[src/rtl/alu_issue.sv]
// Two-state issue stage for an external 16-bit ALU: latches operands from an
// eight-entry register file, then writes the ALU result back on the next edge.
module alu_issue #(
  parameter int NREGS = 8
) (
  input  logic        clk,
  input  logic        rst_n,
  input  logic [15:0] instr,
  input  logic        instr_valid,
  output logic        instr_ready,
  output logic [15:0] alu_inA,
  output logic [15:0] alu_inB,
  output logic [3:0]  alu_opcode,
  output logic        alu_carry_in,
  input  logic [15:0] alu_result,
  input  logic        alu_carry_out,
  output logic        retire,
  output logic [15:0] retire_count,
  input  logic [2:0]  dbg_addr,
  output logic [15:0] dbg_data,
  output logic        carry_flag
);

  typedef enum logic {IDLE, EXEC} state_t;

  state_t      state, state_nxt;
  logic [15:0] regs [NREGS];
  logic [3:0]  op_q;
  logic [2:0]  rd_q;
  logic [15:0] a_q, b_q;
  logic        accept;

  logic [3:0]  f_op;
  logic [2:0]  f_rd, f_rs;
  logic        f_imm_sel;
  logic [4:0]  f_imm5;

  assign {f_op, f_rd, f_rs, f_imm_sel, f_imm5} = instr;

  // R0 is hard-wired to zero on every read path.
  function automatic logic [15:0] read_reg(input logic [2:0] idx);
    return (idx == 3'd0) ? 16'h0000 : regs[idx];
  endfunction

  // NOTE: sequential state uses non-blocking assignments so every register
  // samples pre-edge values and simulation ordering cannot change the result.
  always_ff @(posedge clk or negedge rst_n) begin
    if (!rst_n) state <= IDLE;
    else        state <= state_nxt;
  end

  // NOTE: every output of this block gets a default first, so no path can
  // leave a signal unassigned and infer a latch.
  always_comb begin
    state_nxt   = state;
    instr_ready = 1'b0;
    retire      = 1'b0;
    accept      = 1'b0;
    alu_inA     = 16'h0000;
    alu_inB     = 16'h0000;
    alu_opcode  = 4'h0;
    case (state)
      IDLE: begin
        instr_ready = 1'b1;
        if (instr_valid) begin
          accept    = 1'b1;
          state_nxt = EXEC;
        end
      end
      EXEC: begin
        retire     = 1'b1;
        alu_inA    = a_q;
        alu_inB    = b_q;
        alu_opcode = op_q;
        state_nxt  = IDLE;
      end
      default: state_nxt = IDLE;
    endcase
  end

  assign alu_carry_in = carry_flag;
  assign dbg_data     = read_reg(dbg_addr);

  always_ff @(posedge clk or negedge rst_n) begin
    if (!rst_n) begin
      op_q <= 4'h0;
      rd_q <= 3'd0;
      a_q  <= 16'h0000;
      b_q  <= 16'h0000;
    end else if (accept) begin
      op_q <= f_op;
      rd_q <= f_rd;
      a_q  <= read_reg(f_rd);
      b_q  <= f_imm_sel ? {11'b0, f_imm5} : read_reg(f_rs);
    end
  end

  // NOTE: the register file is architecturally defined to be zero after
  // reset, so unlike a plain data RAM it must be reset entry by entry.
  always_ff @(posedge clk or negedge rst_n) begin
    if (!rst_n) begin
      for (int i = 0; i < NREGS; i++) regs[i] <= 16'h0000;
      carry_flag   <= 1'b0;
      retire_count <= 16'h0000;
    end else if (state == EXEC) begin
      if (rd_q != 3'd0) regs[rd_q] <= alu_result;
      carry_flag   <= alu_carry_out;
      retire_count <= retire_count + 16'd1;
    end
  end

endmodule

[config.mk]
export PLATFORM = sky130hd
export DESIGN_NAME = alu_issue
export DESIGN_NICKNAME = d
export VERILOG_FILES = /design/src/rtl/alu_issue.sv
export SDC_FILE = /design/constraint.sdc
export NUM_CORES = 1
export LEC_CHECK = 0
export ABC_AREA = 1
export CORE_UTILIZATION = 50
export CTS_BUF_LIST = sky130_fd_sc_hd__clkbuf_2
export CTS_CLUSTER_DIAMETER = 80
export DETAILED_ROUTE_END_ITERATION = 8
export GPL_TIMING_DRIVEN = 0
export PLACE_DENSITY = 0.81
export SLEW_MARGIN = 20
export SYNTH_ARGS = -nofsm -noshare
export SYNTH_HDL_FRONTEND = slang
export SYNTH_SLANG_ARGS = --single-unit
[constraint.sdc]
create_clock -name clk -period 3.53 [get_ports clk]
set_input_delay 0.8825 -clock clk [delete_from_list [all_inputs] [get_ports clk]]
set_output_delay 0.8825 -clock clk [all_outputs]
set_load 0.02 [all_outputs]
Word level (Yosys, flattened, before mapping). Cells that the tools add are included.

Add/subtract/negate cells: 1. Order comparisons: 5. Mux-type cells: 24. Bitwise gates (word level): 5. Reduce and logical (&&, ||, !) cells: 6.

Operator list (number): $mux 16 (13); $bmux 16 s3 (3); $bwmux 128 (1); $demux 16 s3 (1); $add 16x1->16 const B (1); $ge 4x4->1 const B (4); $not 3->4 (4); $logic_not 3->1 (3); $lt 4x1->1 const B (1); $mux 1 (4); $mux 4 (1); $reduce_bool 3->1 (1); $pmux 1 s2 (1); $reduce_and 2->1 (1); $logic_and 1x1->1 (1); $not 1->1 (1).

Register bits after elaboration: 185. Output and inout port bits: 72. Word-level logic and storage cells: 56.

Depth between registers and ports, before layout.
Word-level depth: 6. Mapped depth: 10. Depth with buffers taken out: 9.

Worst setup path before layout. Ideal clock, no wire load.

Path type: input to output. Start: input port dbg_addr[0]. End: output port dbg_data[11]. Arrival time: 1850 ps. Required time: 2648 ps. Setup slack: 797 ps. Stages on the path: 8. Path buffers: 3. Cells stage by stage: buf_4 > inv_2 > buf_6 > buf_6 > nor2_1 > o21ai_0 > a21oi_1 > nor2_1.

Longest elaborated chain between the ends: 5.

Ends and longest elaborated chain: from (decl) (line 19) `input logic [2:0] dbg_addr,`; $not 3->4 (implied by the code) (line 42) `return (idx == 3'd0) ? 16'h0000 : regs[idx];`; $bmux 16 s3 (line 42); $mux 16 (implied by the code) (2 in a row) (line 42); $mux 16 (*) (line 42); to (decl) (line 20) `output logic [15:0] dbg_data,`.

Mark *: on every way between the ends. The rest lies on a longest branch, timed or not. The select of a mux whose other input is x is not followed.

Worst setup path after layout.
Start: input port dbg_addr[2]. End: output port dbg_data[7].

Same word-level chain as after synthesis.

==> results.py <==
metrics = {
    "critical_path": {
        "reg2reg_slack_ns": 1.31,
        "cp.required_ns": 2.65,
        "crit_path_start_kind": "primary input",
        "end_kind": "output pin",
        "r2r_cells": 7,
        "critPathKind": "primary input to output pin",
        "worstPathArrival_ns": 2.62,
        "r2r_start": "state",
        "critPathMaxFanout": 10,
        "timing.rr.end": "b_q[4]",
    },
    "finish": {
        "nFillCells": 1948,
        "drive_gt1_share_pct": 8.364,
        "nets": 1641,
        "areaGrowthSynthToFinish_pct": 16.38,
        "final_util_pct": 59.66,
    },
    "sta": {
        "setup_violations": 0,
        "slew_headroom_pct": 28.54,
        "fin_skew_ns": 0.07336,
        "fmax_mhz": 285.5,
        "finalCriticalPeriod_ns": 3.502,
        "finalHoldViolations": 0,
        "worst_pin_slew_ns": 1.072,
        "period_share_pct": 99.21,
        "finalWorstSetupSlack_ns": 0.02787,
        "finalMaxSlewViolations": 0,
    },
    "clocking": {
        "clock_latency_ns": 0.89,
        "clockRootBuffer": "clkbuf_2",
        "clk_pin_slew_worst_paths_ns": 0.29,
        "clockBufferDepth": 2,
        "tritoncts": "built",
        "clock_sinks": 185,
        "cts_buffers": 17,
        "h-tree-depth": 4,
    },
    "detailed_routing": {
        "vias": 11110,
        "ant_nets": 0,
        "drtIter0Drc": 1552,
        "viasPerCell": 5.891,
        "remaining_drc_errors": 0,
        "routedWlPerCell_um": 23.81,
        "wl_um": 44880,
        "drtPass1Iterations": 6,
    },
    "logic_synthesis": {
        "syn_area_mm2": 0.01041,
        "yosysSeqAreaShare_pct": 44.49,
        "synth_area_leader_cell": "dfrtp_1",
        "syn_inst": 1476,
        "yosys_warnings": 0,
        "synth-seq-cells": 185,
        "synth.avg_cell_area_um2": 7.050,
        "synth_flop_cell": "dfrtp_1",
        "synth_fp_nets": 1516,
        "synth_top_area_share_pct": 44.49,
        "synth_edf_count": 0,
        "ys_top_cells_by_area": "dfrtp_1 44%, nand2_1 17%, o21ai_0 10%",
        "synthDistinctLibCells": 30,
        "async_reset_ff_share_pct": 100.0,
    },
    "grt": {
        "antenna_found_initial": 1,
        "grt_pass1_wl_um": 65210,
        "grt_usage_pct": 42.50,
        "grt_max_degree": 99,
        "grt_pass1_vias": 10300,
        "overflow": 0,
    },
    "floorplanning": {
        "die_area_mm2": 0.02139,
        "core_mm2": 0.02030,
        "initial_core_util_pct": 51.26,
        "rows": 52,
        "die_y_um": 146.3,
        "die_x_um": 146.3,
        "pin_count": 111,
    },
    "placed_design": {
        "gp_congestion": 1.017,
        "hpwl_um": 31570,
        "dp_worst_setup_slack_ns": -0.2168,
        "port_buffers": 104,
    },
    "hold_path": {
        "hold_start": "regs[124]",
        "whs_path_depth": 1,
        "hp-class": "flip-flop to flip-flop",
        "min_to": "regs[124]",
    },
    "pwr": {
        "vdd_ir_drop_max_v": 0.0003793,
        "power_per_cell_area_mw_per_mm2": 592.2,
        "finalPower_mw": 7.171,
        "leakagePower_nw": 6.186,
    },
    "flow_run": {
        "max_cap_viol_count": 0,
    },
    "status": {
        "status": "complete, no violations",
    },
}
==> kinds of logic (layout without fill, tap and decap cells) <==
| kind of cell | Yosys count | after routing | share of synthesized area, % |
|---|---|---|---|
| AND/OR/NAND/NOR | 649 | 649 | 25.54 |
| AO/OA/AOI/OAI | 370 | 370 | 18.53 |
| buffers and inverters | 263 | 401 | 10.65 |
| flip-flops | 185 | 185 | 44.49 |
| XOR/XNOR | 8 | 8 | 0.6733 |
| adder cells (fa/ha/maj) | 1 | 1 | 0.1202 |
| other | 0 | 1 | 0 |
==> how the worst max path moves through the flow <==
stage | startpoint | endpoint | slack [ns] | depth (start not counted)
2_1_floorplan | dbg_addr[0] | dbg_data[11] | 0.80 | 8
3_3_place_gp | rst_n | regs[54] | -6.03 | 1
3_5_place_dp | dbg_addr[0] | dbg_data[0] | -0.22 | 8
4_1_cts | dbg_addr[1] | dbg_data[9] | 0.004 | 9
5_1_grt | state | alu_inA[5] | -0.02 | 5
6_report | dbg_addr[2] | dbg_data[7] | 0.03 | 6
==> timing repair <==
| action | in CTS | in global routing |
|---|---|---|
| setup buffers | 0 | 1 |
| hold endpoints to repair | 10 | 0 |
| hold buffers | 1 | 0 |
| setup endpoints to repair | 38 | 36 |
| gates resized for setup | 12 | 21 |
==> stage by stage <==
step	hold slack [ns]	instances	cell area, um2	setup TNS [ns]
CTS	0.4964	1883	12050	0
global route	0.5040	1885	12110	-0.04106
detailed placement	0.4423	1851	11820	-1.663
floorplan	0.4239	1476	10410	0
global placement	0.4361	1850	11790	-1115.07
finish	0.4963	1885	12110	0
==> sequential cells by signal (all words and copies together), names as in the netlist <==
signal and flops:
a_q 16, alu_carry_in 1, b_q 16, op_q 4
rd_q 3, regs 128, retire_count 16, state 1
==> area by class of cell <==
type,instances,area (um2),area share [%]
Clock buffer,17,85.08,0.7025
Tap cell,270,337.8,2.790
Antenna cell,1,2.502,0.02066
Buffer,104,543.0,4.484
Timing Repair Buffer,107,1110,9.164
Clock inverter,15,133.9,1.105
Multi-Input combinational cell,1028,4676,38.61
Sequential cell,185,4629,38.23
Inverter,158,593.1,4.897
==> per-layer routing <==
layer	vias up	routed length [um]	track usage, %
li1	4971	-	-
met5	-	0	0
met1	5219	17740	56.81
met2	753	19020	62.29
met3	162	5668	13.13
met4	0	2444	21.51
==> critical path, cell delays in order <==
cell	delay, ns
buf_2	0.20
clkbuf_1	0.65
nand3_1	0.16
nand2_1	0.12
nor2_1	0.05
clkdlybuf4s50_1	0.55
==> power by group <==
group / total [mW] / internal, mW / switching, mW
logic: 2.55 / 0.926 / 1.62
clock network: 1.11 / 0.221 / 0.887
registers: 3.52 / 2.82 / 0.694
==> layout by cell type, fill, tap and decap left out, types with 9 or more instances in the layout <==
master,Yosys,routed
a21oi_1,81,81
buf_2,55,51
buf_4,6,9
clkbuf_1,40,31
clkbuf_2,0,22
clkdlybuf4s50_1,0,91
dfrtp_1,185,185
dlymetal6s2s_1,0,9
inv_1,147,147
inv_2,9,9
nand2_1,460,460
nand3_1,59,59
nand4_1,14,14
nor2_1,91,91
o211ai_1,27,27
o21ai_0,209,209
o21ai_1,49,49
==> cell usage after synthesis (all sizes together) (4+ instances only) <==
library cell and n:
nand4 14, nor2 99, xor2 5, clkbuf 40, inv 156, nor3 4, o21ai 258, buf 65
a21oi 81, nand2 465, o211ai 27, dfrtp 185, nand3 63
Note: power is estimated with default switching activity, not from simulation.
